## src/rtl/v5_shaper_ctrl.sv

```systemverilog
// Sequencer and event extractor for the v5 trapezoidal shaping filter: filter reset and settle,
// threshold-crossing peak/timestamp capture, and a valid/ready event port with hold-off.
module v5_shaper_ctrl #(
    parameter int DW        = 20,
    parameter int K         = 16,
    parameter int L         = 8,
    parameter int PIPE      = 6,
    parameter int MAX_WIDTH = 255,
    parameter int TW        = 32,
    parameter int HW        = 16
) (
    input  logic                 clk,
    input  logic                 reset,
    input  logic                 enable,
    input  logic                 cfg_load,
    input  logic signed [DW-1:0] cfg_threshold,
    input  logic [HW-1:0]        cfg_holdoff,
    output logic                 filt_rst_n,
    input  logic signed [DW-1:0] filt_data,
    output logic                 evt_valid,
    input  logic                 evt_ready,
    output logic signed [DW-1:0] evt_peak,
    output logic [TW-1:0]        evt_time,
    output logic                 evt_pileup,
    output logic [15:0]          miss_cnt,
    output logic                 busy
);

    localparam logic [2:0] S_IDLE    = 3'd0;
    localparam logic [2:0] S_INIT    = 3'd1;
    localparam logic [2:0] S_SETTLE  = 3'd2;
    localparam logic [2:0] S_ARMED   = 3'd3;
    localparam logic [2:0] S_PEAK    = 3'd4;
    localparam logic [2:0] S_REPORT  = 3'd5;
    localparam logic [2:0] S_HOLDOFF = 3'd6;

    localparam int SETTLE_CYCLES = K + L + PIPE;
    localparam int SW = $clog2(SETTLE_CYCLES + 1);
    localparam int CW = (HW > SW) ? HW : SW;
    localparam int WW = $clog2(MAX_WIDTH + 1);

    localparam logic [CW-1:0] INIT_LAST   = CW'(1);
    localparam logic [CW-1:0] SETTLE_LAST = CW'(SETTLE_CYCLES - 1);
    localparam logic [WW-1:0] WIDTH_MAX   = WW'(MAX_WIDTH);

    logic [2:0]           state;
    logic [2:0]           state_nxt;
    logic [CW-1:0]        cnt;
    logic                 cnt_done;
    logic signed [DW-1:0] thr;
    logic [HW-1:0]        holdoff;
    logic [WW-1:0]        width;
    logic                 pend;
    logic                 prev_above;
    logic                 above;
    logic                 rise;
    logic                 handshake;
    logic [TW-1:0]        tstamp;

    assign above     = filt_data > thr;
    assign rise      = above && !prev_above;
    assign handshake = (state == S_REPORT) && evt_ready;

    assign evt_valid  = (state == S_REPORT);
    assign busy       = (state != S_IDLE);
    assign filt_rst_n = (state != S_IDLE) && (state != S_INIT);

    // One up-counter serves INIT, SETTLE and HOLDOFF; it restarts on every state change.
    always_comb begin
        // NOTE: every combinational output gets a default first, so no path can infer a latch.
        cnt_done = 1'b0;
        case (state)
            S_INIT:    cnt_done = (cnt == INIT_LAST);
            S_SETTLE:  cnt_done = (cnt == SETTLE_LAST);
            S_HOLDOFF: cnt_done = (cnt == (CW'(holdoff) - CW'(1)));
            default:   cnt_done = 1'b0;
        endcase
    end

    always_comb begin
        state_nxt = state;
        case (state)
            S_IDLE: begin
                if (enable) state_nxt = S_INIT;
            end
            S_INIT, S_SETTLE: begin
                if (!enable)        state_nxt = S_IDLE;
                else if (cnt_done)  state_nxt = (state == S_INIT) ? S_SETTLE : S_ARMED;
            end
            S_ARMED: begin
                if (!enable)        state_nxt = S_IDLE;
                else if (above)     state_nxt = S_PEAK;
            end
            S_PEAK: begin
                if (!above || (width == WIDTH_MAX)) state_nxt = S_REPORT;
            end
            S_REPORT: begin
                if (evt_ready) begin
                    if (!enable)            state_nxt = S_IDLE;
                    else if (holdoff == '0) state_nxt = S_ARMED;
                    else                    state_nxt = S_HOLDOFF;
                end
            end
            S_HOLDOFF: begin
                if (!enable)        state_nxt = S_IDLE;
                else if (cnt_done)  state_nxt = S_ARMED;
            end
            default: state_nxt = S_IDLE;
        endcase
    end

    always_ff @(posedge clk or negedge reset) begin
        if (!reset) begin
            state      <= S_IDLE;
            cnt        <= '0;
            thr        <= '0;
            holdoff    <= '0;
            width      <= '0;
            pend       <= 1'b0;
            prev_above <= 1'b0;
            tstamp     <= '0;
            evt_peak   <= '0;
            evt_time   <= '0;
            evt_pileup <= 1'b0;
            miss_cnt   <= '0;
        end else begin
            // NOTE: sequential state uses <= so every flop sees the values from before this edge.
            state      <= state_nxt;
            tstamp     <= tstamp + TW'(1);
            cnt        <= (state_nxt != state) ? '0 : cnt + CW'(1);
            prev_above <= above;

            if ((state == S_IDLE) && cfg_load) begin
                thr     <= cfg_threshold;
                holdoff <= cfg_holdoff;
            end

            if ((state == S_ARMED) && (state_nxt == S_PEAK)) begin
                evt_peak <= filt_data;
                evt_time <= tstamp;
                width    <= WW'(1);
            end

            if (state == S_PEAK) begin
                if (filt_data > evt_peak) evt_peak <= filt_data;
                width <= width + WW'(1);
                if (state_nxt == S_REPORT) evt_pileup <= pend || (width == WIDTH_MAX);
            end

            // A crossing swallowed by the hold-off taints the next reported event.
            if (handshake) begin
                pend <= 1'b0;
            end else if ((state == S_HOLDOFF) && rise) begin
                pend <= 1'b1;
                if (miss_cnt != 16'hFFFF) miss_cnt <= miss_cnt + 16'd1;
            end
        end
    end

endmodule

```

## config.mk

```make
export PLATFORM = sky130hd
export DESIGN_NAME = v5_shaper_ctrl
export DESIGN_NICKNAME = d
export VERILOG_FILES = /design/src/rtl/v5_shaper_ctrl.sv
export SDC_FILE = /design/constraint.sdc
export NUM_CORES = 1
export LEC_CHECK = 0
export CAP_MARGIN = 20
export CORE_MARGIN = 5
export CORE_UTILIZATION = 35
export DETAILED_ROUTE_END_ITERATION = 8
export PLACE_DENSITY = 0.62
export SLEW_MARGIN = 10
export SYNTH_ARGS = -nofsm -noshare
export SYNTH_HDL_FRONTEND = slang
export SYNTH_SLANG_ARGS = --single-unit
```

## constraint.sdc

```tcl
create_clock -name clk -period 5.2 [get_ports clk]
set_clock_uncertainty 0.05 [all_clocks]
set_input_delay 1.04 -clock clk [delete_from_list [all_inputs] [get_ports clk]]
set_output_delay 1.04 -clock clk [all_outputs]
set_load 0.05 [all_outputs]
```

* After elaboration in Yosys (flattened, before gate mapping)
Cells that the tools add are included.
** Word-level totals
- Bits in registers :: 166
- Input port bits :: 61
- Output and inout port bits :: 72
- Word-level logic and storage cells :: 75
** Operators by class
- Add/sub/neg operators :: 5
- Order comparisons :: 2
- Eq/ne operators :: 15
- Mux-type cells :: 22
- Bitwise logic cells :: 1
- Reduce and logical (&&, ||, !) cells :: 18
** Operators with widths (count)
- two-way mux 20 bit :: 3
- greater-than comparator 20 bit :: 2
- two-way mux 3 bit :: 11
- adder 16 x 1 -> 16 bit, second input constant :: 2
- adder 32 x 1 -> 32 bit, second input constant :: 1
- case mux 3 bit (6 select lines) :: 1
- equality test 16 x 1 -> 1 bit, second input constant :: 1
- equality test 16 bit :: 1
- equality test 16 x 5 -> 1 bit, second input constant :: 1
- logical NOT 16 bit :: 1
- two-way mux 16 bit :: 1
- two-way mux 8 bit :: 2
- inequality test 16 bit, second input constant :: 1
- subtractor 16 x 1 -> 16 bit, second input constant :: 1
- equality test 3 bit, second input constant :: 5
- adder 8 x 1 -> 8 bit, second input constant :: 1
- equality test 8 bit, second input constant :: 1
- equality test 3 x 2 -> 1 bit, second input constant :: 2
- logical AND 1 bit :: 6
- nonzero test 2 bit :: 2
- equality test 3 x 1 -> 1 bit, second input constant :: 1
- logical NOT 3 bit :: 1
- two-way mux 1 bit :: 3
- inequality test 3 x 1 -> 1 bit, second input constant :: 1
- other kinds (9) :: 11

* Longest topological paths before layout
Gate-level depths: netlist of run 1.
- Depth in word-level cells :: 11
- Gate-level depth with buffers :: 13

* Worst setup path before layout of run 1
No wires, ideal clock.
- Path kind :: input-to-reg
- Start point :: input port filt_data[5]
- End point :: register evt_peak[0]
- Library setup time :: 0.125 ns
- Arrival time :: 3.580 ns
- Path slack :: 1.445 ns
- Stages on the path :: 10
- Path buffers :: 1
- Cells stage by stage :: ha_1 > a21o_1 > a21o_1 > a2111oi_0 > o21ai_0 > a221o_1 > a221oi_1 > a21o_1 > clkbuf_1 > mux2_2
** Between the ends
- Longest elaborated chain between the ends :: 10
- Elaborated cells on any way between the ends :: 13
- Those cells by class :: order compare: 2; eq/ne: 1; mux: 7; reduce/logical: 3
** Ends and longest elaborated chain
- start: declaration :: line 19 : input logic signed [DW-1:0] filt_data,
- greater-than comparator 20 bit :: line 60 : assign above = filt_data > thr;
- logical NOT 1 bit :: line 95 : if (!above || (width == WIDTH_MAX)) state_nxt = S_REPORT;
- logical OR 1 bit :: line 95
- two-way mux 3 bit :: line 95
- case mux 3 bit (6 select lines) :: line 82 : case (state)
- equality test 3 bit :: line 138 : if ((state == S_ARMED) && (state_nxt == S_PEAK)) begin
- logical AND 1 bit :: line 138
- two-way mux 20 bit :: line 138
- two-way mux 20 bit :: line 145 : if (filt_data > evt_peak) evt_peak <= filt_data;
- two-way mux 20 bit * :: line 144 : if (state == S_PEAK) begin
- end signal: assignment :: line 139 : evt_peak <= filt_data;
- end signal: assignment :: line 145
- end: declaration :: line 22 : output logic signed [DW-1:0] evt_peak,
Every way passes the cells marked *; elsewhere a longest branch is shown, timed or not.
A chain may end at the register's enable or synchronous reset.

* Final worst setup path of run 1
- Start point :: input port filt_data[15]
- End point :: register cnt[8]
** Between the ends
- Longest elaborated chain between the ends :: 7
- Elaborated cells on any way between the ends :: 9
- Those cells by class :: order compare: 1; eq/ne: 1; mux: 5; reduce/logical: 2
** Ends and longest elaborated chain
- greater-than comparator 20 bit * :: line 60
- logical NOT 1 bit :: line 95
- logical OR 1 bit :: line 95
- two-way mux 3 bit :: line 95
- case mux 3 bit (6 select lines) * :: line 82
- inequality test 3 bit * :: line 130 : cnt <= (state_nxt != state) ? '0 : cnt + CW'(1);
- two-way mux 16 bit * :: line 130
- end signal: assignment :: line 130
- end: declaration :: line 48 : logic [CW-1:0] cnt;
Marked as above.

==> reports/qor.csv, run 1 <==
stage;metric;value;unit
sta;fin_crit_sh;80.0;%
global_routing;grt_max_degree;90;
cts;tritoncts;built;
sta;max_slew.worst_pin.slew;840;ps
synth;synth_cell_types;62;
synth;synth_area_leaders;dfrtp_1, mux2_2, ha_1;
cts;cts_hold_buf;0;
detailed_routing;met1Wirelength;10100;um
power;p_int;3.20;mW
detailed_routing;routed-wl-met2;9960;um
cts;cts_htree_levels;4;
detailed_routing;wirelength;21200;um
power;ir_drop;0.000359;V
place;place_hpwl;15300;um
cts;cts_made_buffers;17;
status;outcome;completed;
flow_run;cap_violations;0;
global_routing;grt_overflow;0;
worst_setup_path;crit_fanout;16;
global_routing;grt_pass1_vias;6671;
synth;synth_flop_cell;dfrtp_1;
floorplan;die_area;0.0281;sq mm
cts;clk_path_buf_depth;2;
worst_setup_path;cp-end-kind;flip-flop;
synth;ys_ff_latch;166;
global_routing;grt_usage;15.5;%
global_routing;antenna_found_initial;0;
floorplan;core-area;0.0244;sq mm
min_path;min_path_type;flip-flop to flip-flop;
power;clkPwrFrac;26.3;%
synth;ys_warn_count;0;
synth;synthesis.nets;941;
floorplan;die_h;168;um
sta;setup_viol_count_final;0;
synth;synth-async-reset-ratio;100;%
floorplan;start_util;35.6;%
detailed_routing;ant_nets;0;
place;io_buffers;132;
sta;timing.final.crit_period;4160;ps
sta;max_freq;0.240;GHz
sta;timing.setup.tns;0;ps
sta;slew_headroom;43.9;%
worst_setup_path;worst-r2r-setup-slack;1200;ps
synth;synth_top_cell_by_area;dfrtp_1;
sta;setup_slack;1040;ps
worst_setup_path;critPathKind;input port to flip-flop;
worst_setup_path;crit_slowest_cell;clkdlybuf4s50_1;
worst_setup_path;critPathArrivalTime;4430;ps
detailed_routing;wl_met3;977;um
sta;final_max_slew_viol_count;0;
synth;synth_edf_count;0;
sta;rsz0062_at_grt;false;
worst_setup_path;r2r_cells;11;
detailed_routing;route.detailed.wl_per_inst;16.3;um
detailed_routing;top_layer;met4;
cts;path_clk_slew;70;ps
place;place_ws;694;ps
finish;drive_gt1_share;12.1;%
synth;netlist.area_leader.share;47.8;%
finish;layout.nets;1066;
worst_setup_path;crit_path_start_kind;input port;
synth;seq_area_frac_synth;47.8;%
detailed_routing;vias;6581;
cts;cts_resized;0;
cts;cts_root_buf;clkbuf_16;
power;power_frac_seq;35.7;%
power;p_sw_share;39.7;%
place;routabilityCongestion;0.827;
cts;clk_latency;430;ps
cts;cts_sinks;166;
power;cellLeakagePower;4.81;nW
power;p_sw;2.10;mW
worst_setup_path;crit_chain;clkdlybuf4s50_1 -> ha_1 -> nand4_1 -> nor4_1 -> o21ai_0 -> o211ai_1 -> o21ai_0 -> buf_4 -> a221oi_1 -> o22ai_1 -> a31o_2 -> nor4_1;
detailed_routing;first_pass_iters;4;
synth;synth_area;0.00868;sq mm
worst_setup_path;worst_ep_required_time;5470;ps
detailed_routing;vias_per_cell;5.07;
synth;synth.avg_cell_area;10.4;sq um
floorplan;ios;133;
detailed_routing;first_iter_violations;350;
finish;n_fill_cell;2316;
global_routing;grt_pass1_wl;35600;um
floorplan;fp-row-count;57;
cts;cts_setup_buffers;0;
power;pwr-share-comb;37.9;%
detailed_routing;drcViolationCount;0;
min_path;holdPathStages;1;
synth;synth_cells;835;
worst_setup_path;cpPeakStageDelay;480;ps
power;power_density;482;mW/mm^2
floorplan;die_x;168;um
sta;finalHoldViolations;0;
finish;area_growth;26.4;%
==> per-layer routing <==
metal	vias to the layer above	global-route usage (%)
met5	-	0
met4	0	3.25
met3	17	4.17
met2	129	24.6
met1	3216	21.3
li1	3219	-
==> through the flow <==
step                area (sq um)  std cells  hold WS (ps)  power [mW]  utilization (%)
floorplan                   8680        835           390        3.29                -
global placement           10300       1265           407        3.90             42.4
detailed placement         10300       1265           411        3.93             42.4
CTS                        11000       1297           422        5.35             45.0
global route               11000       1297           431        5.64             45.0
finish                     11000       1298           418        5.30             45.0
==> cell usage after synthesis (2+ instances only) <==
master	count
xor2_1	21
nor2_1	37
a31oi_1	7
o22ai_1	5
o21a_1	4
a221oi_1	2
and4_1	3
a2bb2oi_1	2
o31ai_1	5
o311ai_0	2
ha_1	45
nand3_1	37
a21oi_1	20
or4_1	5
dfrtp_1	166
nand3b_1	3
clkbuf_1	27
and3_1	12
a2111oi_0	3
a21o_1	7
buf_2	2
mux2i_1	5
nor3_1	12
nor4_1	23
mux2_2	64
or3_1	7
nor4b_1	2
nand2b_1	8
a21boi_0	2
o211ai_1	3
inv_1	61
nor2b_1	8
buf_6	2
a211o_1	2
nand4_1	25
xnor2_1	48
nand2_1	71
o21ai_0	53
==> kinds of logic after synthesis <==
logic type               after synthesis  synth area share [%]
flip-flops                           166                  47.8
buffers and inverters                 95                  4.37
AND/OR/NAND/NOR                      263                  15.9
XOR/XNOR                              69                  6.96
AO/OA/AOI/OAI                        128                  9.61
adder cells (fa/ha/maj)               45                  6.48
multiplexers                          69                  8.88
==> placed cells by master, fill, tap and decap left out, drive strengths merged, types with 3 or more instances in the layout <==
master and n:
a2111oi 5, a21o 7, a21oi 20, a2bb2oi 3, a31oi 7, and3 12, and4 3, buf 9
bufinv 3, clkbuf 18, clkdlybuf4s50 131, dfrtp 166, ha 45, inv 70, mux2 64, mux2i 5
nand2 71, nand2b 8, nand3 37, nand3b 3, nand4 26, nor2 38, nor2b 8, nor3 12
nor4 24, o211ai 3, o21a 4, o21ai 53, o22ai 5, o31ai 5, or3 7, or4 6
xnor2 48, xor2 21
==> critical path: cells and delay by family <==
| family | cells | cell delay (ps) |
|---|---|---|
| AOI/OAI and AO/OA | 6 | 1360 |
| and+or+nand+nor | 3 | 990 |
| buffers and inverters | 2 | 670 |
| adders and majority gates | 1 | 360 |
==> registers in the layout, summed over array words and instances (netlist names) <==
name and count:
holdoff 16, width 8, evt_pileup 1, state 3, miss_cnt 16, evt_time 32
pend 1, thr 20, prev_above 1, cnt 16, tstamp 32, evt_peak 20
==> power groups by stage <==
stage               clock network [mW]  logic [mW]  registers (mW)
floorplan                            0        1.16            2.13
detailed placement                   0        2.03            1.91
global placement                     0        2.00            1.90
global route                      1.48        2.22            1.94
CTS                               1.43        2.04            1.89
finish                            1.39        2.01            1.89
==> area by class of cell <==
cell class	instances	area [sq um]	area share, %
clock inverters	14	201	1.83
flip-flops and latches	166	4150	37.8
multi-input cells	574	4170	37.9
diodes	1	2.50	0.0228
inverters	61	229	2.09
repair buffers	140	1380	12.6
well taps	324	405	3.69
clock buffers	18	439	4.00
==> worst paths after layout <==
path                          startpoint      endpoint
setup / recovery           filt_data[15]        cnt[8]
hold / removal                tstamp[31]    tstamp[31]
setup reg to reg              holdoff[0]        cnt[8]
hold reg to reg               tstamp[31]    tstamp[31]
max in group asynchronous          reset        cnt[8]
min in group asynchronous          reset  evt_time[27]
Power figures use the tool's default switching activity.
==> run 2, diff against run 1 <==
PLACE_DENSITY = 0.64   (was 0.62)
clock period = 3.5 ns   (was 5.2 ns; I/O delays follow)
==> run 2 against run 1 <==
Net effect:
- design area rose by 5.0%
- critical endpoint is now cnt[1]
- global-route usage rose by 0.64 points
- non-clock buffer count rose by 54
- clock power rose by 36%
- combinational power rose by 77%
- worst hold slack got worse by 210 ps
- final cell count rose by 4.2%
==> reports/qor.csv, run 2 (synthesis gave the netlist of run 1 again) <==
stage;metric;value;unit
status;outcome;completed;
worst_setup_path;worst_ep_required_time;3750;ps
power;p_int;4.84;mW
finish;final_area;0.0115;sq mm
sta;max_freq;0.294;GHz
cts;cts_hold_buf;0;
cts;cts_sinks;166;
place;placed_area;0.0108;sq mm
sta;max_slew.worst_pin.slew;691;ps
flow_run;cap_violations;0;
global_routing;grt_usage;16.1;%
worst_setup_path;crit_slowest_cell;or4b_4;
worst_setup_path;critPathKind;flip-flop to flip-flop;
power;clkPwrFrac;23.1;%
place;routabilityCongestion;0.874;
worst_setup_path;path_depth;12;
floorplan;die_x;168;um
finish;final_cell_mix;dfrtp_1, clkdlybuf4s50_1, nand2_1, mux2_2, inv_1;
sta;finalHoldViolations;0;
finish;layout_commonest_cell;dfrtp_1;
place;io_buffers;132;
detailed_routing;vias;6796;
power;p_sw;3.36;mW
worst_setup_path;worst-r2r-setup-slack;100;ps
worst_setup_path;reg2reg_from;holdoff[0];
worst_setup_path;worstReg2RegEnd;cnt[1];
power;ir_drop;0.000386;V
detailed_routing;first_iter_violations;317;
detailed_routing;first_pass_iters;5;
finish;antenna_cells;0;
detailed_routing;drcViolationCount;0;
place;place_hpwl;16200;um
sta;whs;210;ps
cts;tritoncts;built;
worst_setup_path;cpPeakStageDelay;480;ps
worst_setup_path;r2r_cells;12;
worst_setup_path;crit_path_start_kind;flip-flop;
finish;area_growth;32.8;%
finish;reg.largest.list;evt_time x32, tstamp x32;
cts;clk_path_buf_depth;2;
floorplan;fp-row-count;57;
power;pwr-share-comb;43.5;%
sta;timing.final.crit_period;3400;ps
detailed_routing;vias_per_cell;5.03;
global_routing;grt_max_degree;71;
cts;path_clk_slew;70;ps
floorplan;ios;133;
min_path;min_path_type;input port to asynchronous set/reset pin;
floorplan;core-area;0.0244;sq mm
power;cellLeakagePower;5.12;nW
worst_setup_path;cp-end-kind;flip-flop;
finish;drive_gt1_share;18.1;%
global_routing;grt_overflow;0;
cts;cts_htree_levels;4;
sta;final_max_slew_viol_count;0;
power;power_frac_seq;33.4;%
cts;clk_latency;430;ps
worst_setup_path;crit_buf_inv;2;
detailed_routing;route.detailed.wl_per_inst;16.5;um
global_routing;grt_pass1_vias;6904;
floorplan;start_util;35.6;%
floorplan;die_h;168;um
worst_setup_path;critPathArrivalTime;3650;ps
sta;slew_headroom;53.5;%
sta;fin_crit_sh;97.2;%
power;power_density;711;mW/mm^2
detailed_routing;wirelength;22300;um
detailed_routing;ant_nets;0;
sta;setup_viol_count_final;0;
worst_setup_path;crit_chain;inv_2 -> ha_4 -> or4b_4 -> or4_4 -> a2111oi_4 -> a211oi_2 -> a2111oi_4 -> nand4_2 -> buf_6 -> a2bb2oi_4 -> nor2_4 -> nor4b_1;
worst_setup_path;crit_top_cell;a2111oi_4;
finish;layout.nets;1121;
cts;cts_root_buf;clkbuf_16;
worst_setup_path;crit_family;simple AND/OR/NAND/NOR gates;
worst_setup_path;crit_fanout;8;
global_routing;antenna_found_initial;0;
power;p_sw_share;41.0;%
floorplan;die_area;0.0281;sq mm
cts;cts_made_buffers;17;
global_routing;grt_pass1_wl;37000;um
finish;n_fill_cell;2247;
[run 2: cell count changes in the layout (fill, tap and decap cells not counted), sizes merged]
| cell | before | now |
|---|---|---|
| buf | 9 | 63 |
| clkinv | 2 | 6 |
| bufinv | 3 | 0 |
| clkbuf | 18 | 17 |
| clkdlybuf4s50 | 131 | 130 |
| clkinvlp | 0 | 1 |
| diode | 1 | 0 |
| dlymetal6s2s | 0 | 1 |
| inv | 70 | 69 |
| nor2 | 38 | 39 |
[run 2: power by group through the flow]
stage                     combinational, mW  sequential (mW)  clock [mW]
after floorplan                        1.73             3.16           0
after global placement                 3.37             2.76           0
after detailed placement               3.43             2.76           0
after CTS                              3.51             2.74        1.95
after global routing                   3.88             2.80        2.04
final                                  3.56             2.74        1.89
[run 2: worst reg2reg max path, stage by stage, from the launching register on]
cell and delay, ps:
dfrtp_1 400, inv_2 90, ha_4 130, or4b_4 480, or4_4 450, a2111oi_4 310
a211oi_2 110, a2111oi_4 380, nand4_2 180, buf_6 180, a2bb2oi_4 170, nor2_4 250
nor4b_1 110
[run 2: worst max-delay path by stage]
stage                   to     startpoint
6_report            cnt[1]     holdoff[0]
3_3_place_gp   evt_peak[0]  filt_data[18]
5_1_grt             cnt[1]   filt_data[6]
4_1_cts             cnt[4]     holdoff[1]
2_1_floorplan  evt_peak[0]    evt_peak[5]
3_5_place_dp        cnt[0]  filt_data[18]
[run 2: stage by stage]
step                util [%]  instances  worst slack [ps]  setup TNS [ps]  total power [mW]
detailed placement      44.2       1316              -597          -45260              6.20
global placement        44.2       1316              -445          -33620              6.13
finish                  47.3       1352              96.7               0              8.20
floorplan                  -        835              76.9               0              4.89
global route            47.3       1352             -39.5           -87.9              8.72
CTS                     46.9       1349              8.19               0              8.19
[run 2: repair_timing]
action                     in CTS  in global routing
resized for setup              10                 14
setup buffers                   0                  3
pin swaps                       4                 10
gates cloned                    1                  0
setup endpoints to repair      73                 77
[run 2: area by class of cell]
| cell class | instances | area, sq um | share of cell area, % |
|---|---|---|---|
| clock buffer | 17 | 425 | 3.69 |
| clock inverter | 15 | 178 | 1.54 |
| inverter | 61 | 229 | 1.99 |
| multi-input combinational | 575 | 4290 | 37.2 |
| sequential | 166 | 4150 | 36.0 |
| tap | 324 | 405 | 3.51 |
| timing repair buffer | 194 | 1860 | 16.1 |
[run 2: per-layer routing]
metal / GRT usage (%) / up-vias / part of all wire, %
met1: 22.0 / 3319 / 47
met3: 4.17 / 20 / 4.5
met4: 3.99 / 0 / 1.3
met5: 0 / - / 0
met2: 25.8 / 138 / 47
li1: - / 3319 / -
==> run 3, diff against run 2 <==
SLEW_MARGIN = 30   (was 10)
==> results of run 3 <==
No change in the layout: final DEF, timing and power equal those of run 2.
